==> config.mk <==
export PLATFORM = sky130hd
export DESIGN_NAME = result_readout_seq
export DESIGN_NICKNAME = d
export VERILOG_FILES = /design/src/rtl/result_readout_seq.sv
export SDC_FILE = /design/constraint.sdc
export NUM_CORES = 1
export LEC_CHECK = 0
export CORE_MARGIN = 5
export CORE_UTILIZATION = 35
export DETAILED_ROUTE_END_ITERATION = 7
export GPL_ROUTABILITY_DRIVEN = 0
export PLACE_DENSITY = 0.64
export SYNTH_ARGS = -nofsm -noshare
export SYNTH_HDL_FRONTEND = slang
export SYNTH_SLANG_ARGS = --single-unit
==> constraint.sdc <==
create_clock -name clk -period 1.6 [get_ports clk]
set_input_delay 0.48 -clock clk [delete_from_list [all_inputs] [get_ports clk]]
set_output_delay 0.48 -clock clk [all_outputs]
set_load 0.02 [all_outputs]
==> src/rtl/result_readout_seq.sv <==
// Result readout sequencer: waits for all cores to finish, then streams
// NUM_WORDS result words from the array memory over a valid/ready port.
module result_readout_seq #(
  parameter int ADDR_W    = 12,
  parameter int DATA_W    = 12,
  parameter int NUM_WORDS = 512,
  parameter int RD_LAT    = 2
) (
  input  logic              clk,
  input  logic              rst_n,
  input  logic              start,
  input  logic              end_process1,
  input  logic              end_process2,
  input  logic              end_process3,
  input  logic              end_process4,
  output logic [ADDR_W-1:0] addr,
  input  logic [DATA_W-1:0] result,
  output logic [DATA_W-1:0] out_data,
  output logic              out_valid,
  input  logic              out_ready,
  output logic              busy,
  output logic              done,
  output logic              err
);

  typedef enum logic [2:0] {
    IDLE,
    WAIT_DONE,
    ISSUE,
    WAIT_RD,
    PUSH,
    FINISH
  } state_t;

  localparam logic [ADDR_W:0] LAST =
    (ADDR_W+1)'(NUM_WORDS - 1);
  localparam logic [2:0] LAT_INIT = 3'(RD_LAT);

  state_t            state_q, state_d;
  logic [ADDR_W:0]   cnt_q, cnt_d;
  logic [2:0]        lat_q, lat_d;
  logic [ADDR_W-1:0] addr_q, addr_d;
  logic [DATA_W-1:0] data_q, data_d;
  logic              valid_q, valid_d;
  logic              done_q, done_d;
  logic              err_q, err_d;

  logic all_done;
  logic run_st;
  logic hs;

  assign all_done = end_process1 & end_process2 &
                    end_process3 & end_process4;
  assign run_st   = (state_q == ISSUE) ||
                    (state_q == WAIT_RD) ||
                    (state_q == PUSH);
  assign hs       = valid_q & out_ready;

  assign addr      = addr_q;
  assign out_data  = data_q;
  assign out_valid = valid_q;
  assign busy      = (state_q != IDLE);
  assign done      = done_q;
  assign err       = err_q;

  // State and datapath registers with synchronous reset
  always_ff @(posedge clk) begin
    if (!rst_n) begin
      state_q <= IDLE;
      cnt_q   <= '0;
      lat_q   <= '0;
      addr_q  <= '0;
      data_q  <= '0;
      valid_q <= 1'b0;
      done_q  <= 1'b0;
      err_q   <= 1'b0;
    end else begin
      state_q <= state_d;
      cnt_q   <= cnt_d;
      lat_q   <= lat_d;
      addr_q  <= addr_d;
      data_q  <= data_d;
      valid_q <= valid_d;
      done_q  <= done_d;
      err_q   <= err_d;
    end
  end

  // Next-state logic; a core dropping its flag mid-run overrides all
  always_comb begin
    state_d = state_q;
    cnt_d   = cnt_q;
    lat_d   = lat_q;
    addr_d  = addr_q;
    data_d  = data_q;
    valid_d = valid_q;
    done_d  = 1'b0;
    err_d   = err_q;
    unique case (state_q)
      IDLE: begin
        if (start) begin
          state_d = WAIT_DONE;
          cnt_d   = '0;
          err_d   = 1'b0;
        end
      end
      WAIT_DONE: begin
        if (all_done) state_d = ISSUE;
      end
      ISSUE: begin
        addr_d  = cnt_q[ADDR_W-1:0];
        lat_d   = LAT_INIT;
        state_d = WAIT_RD;
      end
      WAIT_RD: begin
        if (lat_q == 3'd0) begin
          data_d  = result;
          valid_d = 1'b1;
          state_d = PUSH;
        end else begin
          lat_d = lat_q - 3'd1;
        end
      end
      PUSH: begin
        if (hs) begin
          valid_d = 1'b0;
          cnt_d   = cnt_q + 1'b1;
          if (cnt_q == LAST) begin
            state_d = FINISH;
            done_d  = 1'b1;
          end else begin
            state_d = ISSUE;
          end
        end
      end
      FINISH: begin
        state_d = IDLE;
      end
      default: begin
        state_d = IDLE;
      end
    endcase
    // An accepted word in the abort cycle still counts (cnt_d kept)
    if (run_st && !all_done) begin
      state_d = IDLE;
      err_d   = 1'b1;
      valid_d = 1'b0;
      done_d  = 1'b0;
      addr_d  = addr_q;
      data_d  = data_q;
      lat_d   = '0;
    end
  end

endmodule

# --- Word level (Yosys, flattened, before mapping) ---
# Index checks and enable logic that the tools add are counted.
classes:
  add_sub_neg: 2
  eq_ne: 10
  muxes: 18
  bitwise: 8
  reduce_logical: 21
op_table:
  columns: ["op", "count"]
  rows:
  - ["13-bit 2-to-1 mux", 2]
  - ["13-bit one-hot mux with 2 select lines", 1]
  - ["3-bit 2-to-1 mux", 6]
  - ["3-bit one-hot mux with 5 select lines", 1]
  - ["13-bit by 1-bit adder with 13-bit output, second input constant", 1]
  - ["13-bit by 9-bit equality test with 1-bit output, second input constant", 1]
  - ["2-bit nonzero test", 5]
  - ["3-bit AND reduction", 3]
  - ["2-bit != test, second input constant", 4]
  - ["3-bit by 2-bit equality test with 1-bit output, second input constant", 2]
  - ["3-bit logical NOT", 2]
  - ["1-bit 2-to-1 mux", 6]
  - ["3-bit one-hot mux with 2 select lines", 1]
  - ["2-bit AND reduction", 3]
  - ["1-bit AND", 4]
  - ["1-bit inverter", 4]
  - ["4-bit AND reduction", 1]
  - ["4-bit OR reduction", 1]
  - ["3-bit by 1-bit equality test with 1-bit output, second input constant", 1]
  - ["3-bit equality test, second input constant", 1]
  - ["3-bit nonzero test", 1]
  - ["3-bit by 1-bit subtractor with 3-bit output, second input constant", 1]
  - ["1-bit logical OR", 2]
  - ["2-bit by 1-bit != test with 1-bit output, second input constant", 1]
  - ["other kinds (4)", 4]
word_totals:
  reg_bits: 46
  output_inout_bits: 28
  elab_cells: 67

# --- Longest topological paths before layout ---
# Gate-level depths: netlist (run 1).
depth:
  ltp_word: 7
  mapped_depth: 7

# --- Least setup slack after synthesis (run 1) ---
# OpenSTA, ideal clock, no wires.
synth_path:
  kind: "reg2reg"
  start: "reg state_q[2]"
  end: "reg cnt_q[2]"
  setup_ns: 0.117
  t_arrival_ns: 1.422
  required_ns: 1.483
  path_slack_ns: 0.061
  stages_incl_launch_ff: 6
  period_less_slack_ns: 1.539
  cell_sequence: "dfxtp_1 buf_4 or3_1 o21ai_1 buf_2 nor2_1"
synth_between:
  elab_chain_cells: 3
  word_cells_on_any_way: 7
  classes_between: "3 x eq/ne; 1 x mux; 3 x reduce/logical"
synth_rtl:
  columns: ["element", "line_no", "text"]
  rows:
  - ["start, declared", "39", "state_t state_q, state_d;"]
  - ["start signal, assigned", "78", "state_q <= state_d;"]
  - ["3-bit equality test / 3-bit logical NOT (equally long branches)", "99", "unique case (state_q)"]
  - ["2-bit != test (no line) / 2-bit nonzero test (equally long branches)", null, null]
  - ["3-bit AND reduction (no line)", null, null]
  - ["end signal, assigned", "79", "cnt_q <= cnt_d;"]
  - ["end, declared", "40", "logic [ADDR_W:0] cnt_q, cnt_d;"]
# Parallel ways exist; a longest one is shown, timed or not.
# A chain may end at the register's enable or synchronous reset.

# --- Worst setup path in the final report (run 1) ---
layout_path:
  start: "reg state_q[1]"
  end: "out busy"
layout_between:
  elab_chain_cells: 1
layout_rtl:
  columns: ["element", "line_no", "text"]
  rows:
  - ["3-bit nonzero test", "62", "assign busy = (state_q != IDLE);"]
  - ["end, declared", "21", "output logic busy,"]
# No other way between the ends.

==> results of run 1 <==
area by class of cell:
class | count | area [µm²] | area share (%)
clock inverters | 1 | 5.00 | 0.160
flip-flops and latches | 46 | 925 | 29.5
well taps | 75 | 93.8 | 3.00
multi-input cells | 166 | 1230 | 39.4
clock buffers | 7 | 86.3 | 2.76
inverters | 6 | 22.5 | 0.719
repair buffers | 82 | 766 | 24.5
flip-flops by register name, summed over array words and instances, names as in the netlist:
name       flops
addr          12
cnt_q         13
done           1
err            1
lat_q          3
out_data      12
out_valid      1
state_q        3
routing by layer:
layer	vias to the layer above	track usage, %	wire length (µm)
met2	26	24.2	2590
li1	979	-	-
met4	0	5.36	64
met3	6	2.79	174
met1	873	16.5	2350
met5	-	0	0
cell usage after synthesis (all sizes together):
library cell,n
a2111oi,1
a211oi,2
a21oi,13
a311oi,1
a32oi,1
a41oi,1
and2,7
and3,2
and3b,1
and4,3
buf,8
clkbuf,3
dfxtp,46
ha,3
inv,6
mux2i,25
nand2,8
nand2b,2
nand3,8
nand3b,1
nand4,6
nand4bb,1
nor2,9
nor2b,27
nor3,6
nor3b,1
nor4,1
o2111ai,3
o211ai,3
o21ai,13
o22ai,1
or2,1
or3,8
xnor2,4
xor2,3
power by group through the flow:
| stage | Combinational (mW) | Sequential (mW) | Clock (mW) |
|---|---|---|---|
| 2_1_floorplan | 0.502 | 1.27 | 0 |
| 3_3_place_gp | 0.851 | 1.24 | 0 |
| 3_5_place_dp | 0.860 | 1.24 | 0 |
| 4_1_cts | 0.885 | 1.22 | 0.753 |
| 5_1_grt | 1.15 | 1.23 | 0.804 |
| 6_report | 1.06 | 1.22 | 0.732 |
worst max-delay path by stage:
stage | from | end | slack (ps)
after global placement | start | cnt_q[12] | -410
after floorplan | state_q[2] | cnt_q[2] | 60
after detailed placement | end_process3 | out_data[9] | -470
after CTS | state_q[2] | out_data[9] | -100
after global routing | state_q[1] | busy | -60
final | state_q[1] | busy | -30
tightest hold or removal path, cell delays in order (launching register included):
cell and delay, ps:
dfxtp_1 320, inv_1 50, a21oi_1 50
through the flow:
| step | setup WS, ps | hold slack, ps | instances | power (mW) | utilization (%) |
|---|---|---|---|---|---|
| after floorplan | 60.6 | 458 | 229 | 1.77 | - |
| after global placement | -410 | 429 | 366 | 2.09 | 48.3 |
| after detailed placement | -467 | 453 | 366 | 2.10 | 48.3 |
| after CTS | -96.6 | 460 | 376 | 2.85 | 50.7 |
| after global routing | -62.7 | 483 | 383 | 3.19 | 52.6 |
| final | -28.0 | 456 | 383 | 3.02 | 52.6 |
kinds of logic after synthesis:
| family | count (synthesis) | share of synthesized area, % |
|---|---|---|
| flip-flops | 46 | 42.8 |
| AND/OR/NAND/NOR | 92 | 25.8 |
| buffers and inverters | 17 | 3.90 |
| multiplexers | 25 | 11.6 |
| XOR/XNOR | 7 | 2.85 |
| adder cells (fa/ha/maj) | 3 | 1.75 |
| AO/OA/AOI/OAI | 39 | 11.2 |
repair_timing:
action | 4_1_cts | 5_1_grt
pin swaps | 12 | 7
setup buffers | 1 | 7
endpoints found under the hold margin | 0 | 0
endpoints found under the setup margin | 52 | 24
cloned | 1 | 0
gates resized for setup | 50 | 19
==> summary.md, run 1 <==
| Metric | Value |
|---|---|
| Die height | 88.4 µm |
| Sequential Power Share | 40.6% |
| Type of origin of the critical path | flip-flop |
| TritonCTS clock tree | built |
| Worst-path clk slew | 80 ps |
| Comb pwr share | 35.2% |
| Worst endpoint required time | 1120 ps |
| Core Footprint | 5960 µm² |
| Fill count | 567 |
| RSZ-0062 raised after global routing | true |
| Fin area | 3130 µm² |
| Worst path cell trace | or3_4, buf_6 |
| Final worst slack | -28.0 ps |
| # diodes | 0 |
| Mapped Cells | 229 |
| P_leak | 1.31 nW |
| Post-DP Area | 2870 µm² |
| Syn-to-layout area delta | 45.6% |
| Slowest stage delay, CP | 380 ps |
| Clock latency on the worst-skew pair | 300 ps |
| CP max stage cell | or3_4 |
| Vias | 1884 |
| Hold Vio Cnt, Final | 0 |
| Critical Path Stages | 2 |
| Syn nets | 252 |
| Routed Antenna Nets | 0 |
| Clock buffer depth | 2 |
| Final worst path period share | 102% |
| I/O pin cnt | 48 |
| Hold depth | 2 |
| GRT Total Usage | 13.8% |
| Worst path bufs/invs | 1 |
| Die area | 7810 µm² |
| Sink Count | 46 |
| Hold_buf cts | 0 |
| Critical R2R Launch | state_q[2] |
| Area contributors post-synth | dfxtp_1, mux2i_1, nor2b_1 |
| DR pass1 iterations | 4 |
| FF-to-FF path depth | 7 |
| Seq/Total Area, Yosys | 42.8% |
| Most common cell after layout, fill and taps aside | dfxtp_1 |
| Clock Skew | 2.94 ps |
| Fmax | 614 MHz |
| P_sw | 948 µW |
| FP Rows | 28 |
| Worst R2R End | out_data[9] |
| Max cap viols | 0 |
| Initial Util | 36.1% |
| Detailed Route WL | 5180 µm |
| First-pass GRT wire length | 8320 µm |
| Reg2Reg Setup Slack | 50 ps |
| Tightest Hold Check Type | flip-flop to flip-flop |
| Initial antenna violation count | 0 |
| # H-tree levels | 2 |
| Net Sw Frac | 31.4% |
| Clock Power Share | 24.3% |
| Average wire per standard cell | 13.5 µm |
| Number of synthesized register bits | 46 |
| Post-synth top area share | 42.8% |
| Most frequent cells in the layout | dfxtp_1, dlygate4sd2_1, buf_4 |
| CTS buffer count | 5 |
| Die width | 88.4 µm |
| Ys Warns | 0 |
| Vias in the first global route | 1764 |
| Post-synthesis instance area | 2150 µm² |
| Peak VDD IR | 635 µV |
| Critical Path End Type | output pin |
| Synth unique cells | 40 |
| Avg Inst Size Synth | 9.39 µm² |
| Int Power | 2.07 mW |
| Layout cells sized above 1 | 21.8% |
| Largest net degree at the start of global routing | 27 |
| Tmin final | 1630 ps |
| Slew HR | 77.0% |
| CP max FO | 2 |
| Final nets | 330 |
| # setup viols final | 1 |
| GRT overflow | 0 |
| Hold Crit Endpoint | err |
| Setup TNS | -28.0 ps |
| Hold path start | err |
| Initial DRC Count | 62 |
| CP arrival | 1150 ps |
| Violated checks | setup timing |
| Vias/cell | 4.92 |
| Post-synth top area cell | dfxtp_1 |
| Fin. max-slew vios | 0 |
| Outcome | complete, but fails checks |
| Cell Pwr Density | 963 nW/µm² |
| Worst Max-Slew Pin Slew | 343 ps |
| Crit path kind | flip-flop to output pin |
| Crit-path leading delay family | simple AND/OR/NAND/NOR gates |
| Detailed-route DRC error count | 0 |
| DPL Wire Length | 3770 µm |
| Root buffer cell | clkbuf_8 |
| Port bufs | 47 |
No activity file was read; power rests on OpenSTA's default activity.
==> run 2, diff against run 1 <==
--- a/config.mk
+++ b/config.mk
@@ -9,6 +9,7 @@
 export CORE_UTILIZATION = 35
 export DETAILED_ROUTE_END_ITERATION = 7
 export GPL_ROUTABILITY_DRIVEN = 0
+export GPL_TIMING_DRIVEN = 0
 export PLACE_DENSITY = 0.64
 export SYNTH_ARGS = -nofsm -noshare
 export SYNTH_HDL_FRONTEND = slang
==> constraint.sdc (replaced) <==
create_clock -name clk -period 1.6 [get_ports clk]
set_input_delay 0.48 -clock clk [delete_from_list [all_inputs] [get_ports clk]]
set_output_delay 0.48 -clock clk [all_outputs]
set_load 0.005 [all_outputs]
==> run 2 against run 1 <==
Net effect:
- the flow still finishes with violations (setup timing)
- sequential share of layout area rose by 1.4 points
- worst setup slack got worse by 110 ps
- sequential power barely moved
- utilization fell by 1.3 points
- final cell count fell by 2.6%
- non-clock buffer count fell by 10
- combinational power fell by 4%
- via count fell by 1.0%
- fmax fell by 6.3%
- first-iteration DRC count fell by 8.1%
- global-route usage barely moved
- final area fell by 2.4%
- largest cell class unchanged
- largest power group unchanged
- highest routed layer unchanged
==> summary.md, run 2 (synthesis results as in run 1) <==
| Metric | Value |
|---|---|
| CTS buffer count | 5 (unchanged) |
| Vias | 1865 (-1.0%) |
| Cell Pwr Density | 976 nW/µm² (+1.4%) |
| Worst path cell trace | buf_6, or3_4, buf_6 |
| Critical Path End Type | output pin |
| Final worst slack | -137 ps (-109 ps) |
| Outcome | complete, but fails checks |
| Final nets | 320 (-3.0%) |
| GRT Total Usage | 13.8% (-0.031 points) |
| Initial DRC Count | 57 (-8.1%) |
| Peak VDD IR | 567 µV (-11%) |
| Worst-path clk slew | 80 ps (about the same) |
| Fin. max-slew vios | 0 (unchanged) |
| Total power | 2.98 mW (-1.0%) |
| # diodes | 0 (unchanged) |
| Detailed Route WL | 5260 µm (+1.6%) |
| Most common cell after layout, fill and taps aside | dlygate4sd2_1 |
| Syn-to-layout area delta | 42.1% |
| Root buffer cell | clkbuf_8 |
| Violated checks | setup timing |
| Clock latency on the worst-skew pair | 300 ps (about the same) |
| Type of origin of the critical path | flip-flop |
| Vias/cell | 5.00 (+1.6%) |
| Sink Count | 46 (unchanged) |
| Post-DP Area | 2720 µm² (-5.5%) |
| Worst path bufs/invs | 2 (+1) |
| TritonCTS clock tree | built |
| Average wire per standard cell | 14.1 µm (+4.3%) |
| Crit path kind | flip-flop to output pin |
| Crit-path leading delay family | simple AND/OR/NAND/NOR gates |
| CP max FO | 2 (unchanged) |
| Final worst path period share | 109% (+6.8 points) |
| CP max stage cell | or3_4 |
| Port bufs | 47 (unchanged) |
| Initial antenna violation count | 0 (unchanged) |
| Placed Instances | 351 (-4.1%) |
| Crit path from | state_q[0] |
| Initial Util | 36.1% (unchanged) |
| Tightest Hold Check Type | flip-flop to flip-flop |
| DR pass1 iterations | 4 (unchanged) |
| First-pass GRT wire length | 8420 µm (+1.2%) |
| I/O pin cnt | 48 (unchanged) |
| Hold Vio Cnt, Final | 0 (unchanged) |
| Most common cell on crit path | buf_6 |
| CP arrival | 1260 ps (+110 ps) |
| Detailed-route DRC error count | 0 (unchanged) |
| Most frequent cells in the layout | dlygate4sd2_1, dfxtp_1, nor2b_1 |
| Vias in the first global route | 1787 (+1.3%) |
| Routed Antenna Nets | 0 (unchanged) |
| Critical Path End | busy |
| Hold_buf cts | 0 (unchanged) |
| Largest register FFs | 13 (unchanged) |
| Worst Max-Slew Pin Slew | 421 ps (+77.9 ps) |
| FP Rows | 28 (unchanged) |
| Max cap viols | 0 (unchanged) |
| Worst endpoint required time | 1120 ps (about the same) |
| Layout cells sized above 1 | 24.5% (+2.7 points) |
| FF-to-FF path depth | 6 (-1) |
| Core Footprint | 5960 µm² (unchanged) |
| Largest net degree at the start of global routing | 15 (-44%) |
| Setup TNS | -137 ps (-109 ps) |
| Fill count | 583 (+2.8%) |
| Fmax | 576 MHz (-6.3%) |
| Clock buffer depth | 2 (unchanged) |
| # H-tree levels | 2 (unchanged) |
| RSZ-0062 raised after global routing | true |
| Die width | 88.4 µm (unchanged) |
| # setup viols final | 1 (unchanged) |
| DPL Wire Length | 3660 µm (-3.0%) |
| Die height | 88.4 µm (unchanged) |
| Critical Path Stages | 3 (+1) |
| P_leak | 1.23 nW (-5.9%) |
| Fin area | 3060 µm² (-2.4%) |
| Worst R2R End | state_q[2] |
| Die area | 7810 µm² (unchanged) |
| Reg2Reg Setup Slack | 0 ps (-50 ps) |
| Critical R2R Launch | state_q[2] |
| Fin cells | 373 (-2.6%) |
| Tmin final | 1740 ps (+109 ps) |
| GRT overflow | 0 (unchanged) |
| Clock Skew | 4.12 ps (+1.18 ps) |
| Place WS | -677 ps (-209 ps) |
| Slowest stage delay, CP | 390 ps (about the same) |
| Top reg by flops | cnt_q |
| Slew HR | 71.9% (-5.1 points) |
==> run 2: final cells by class <==
cell class / count / area [µm²] / share of cell area, %
plain buffers: 10 / 71.3 / 2.33
clock buffers: 6 / 82.6 / 2.70
clock inverters: 2 / 12.5 / 0.409
inverters: 6 / 22.5 / 0.737
multi-input cells: 166 / 1280 / 42.0
flip-flops and latches: 46 / 946 / 30.9
well taps: 75 / 93.8 / 3.07
repair buffers: 62 / 543 / 17.8
==> run 2: tightest hold or removal path, cell delays in order (launching register included) <==
cell	delay, ps
dfxtp_1	320
inv_1	50
a21oi_1	50
==> run 2: report_power, final <==
group | total (mW) | internal (mW) | switching [mW]
logic | 1.02 | 0.490 | 0.532
clock network | 0.737 | 0.347 | 0.390
registers | 1.23 | 1.20 | 0.0286
total | 2.98 | 2.03 | 0.950
==> run 2: repair_timing <==
action	CTS	global route
pin swaps	5	11
buffers inserted	12	2
cloned	1	0
gates resized for setup	72	23
setup endpoints to repair	66	37
==> run 2: stage by stage <==
step | hold slack, ps | utilization (%)
2_1_floorplan | 442 | -
3_3_place_gp | 440 | 45.6
3_5_place_dp | 441 | 45.6
4_1_cts | 451 | 49.6
5_1_grt | 481 | 51.3
6_report | 450 | 51.3
==> run 2: routing by layer <==
layer  global-route usage (%)  vias up  share of wire (%)  routed length, µm
met2                     22.2       31                 51               2690
li1                         -      953                  -                  -
met5                        0        -                  0                  0
met3                     2.79       12                4.0                213
met1                     17.4      869                 42               2230
met4                     7.01        0                2.5                131
==> run 2: worst min-delay path by stage <==
stage | cells past startpoint | startpoint | slack [ps] | to
2_1_floorplan | 2 | err | 440 | err
3_3_place_gp | 2 | err | 440 | err
3_5_place_dp | 2 | err | 440 | err
4_1_cts | 2 | err | 450 | err
5_1_grt | 2 | err | 480 | err
6_report | 2 | err | 450 | err
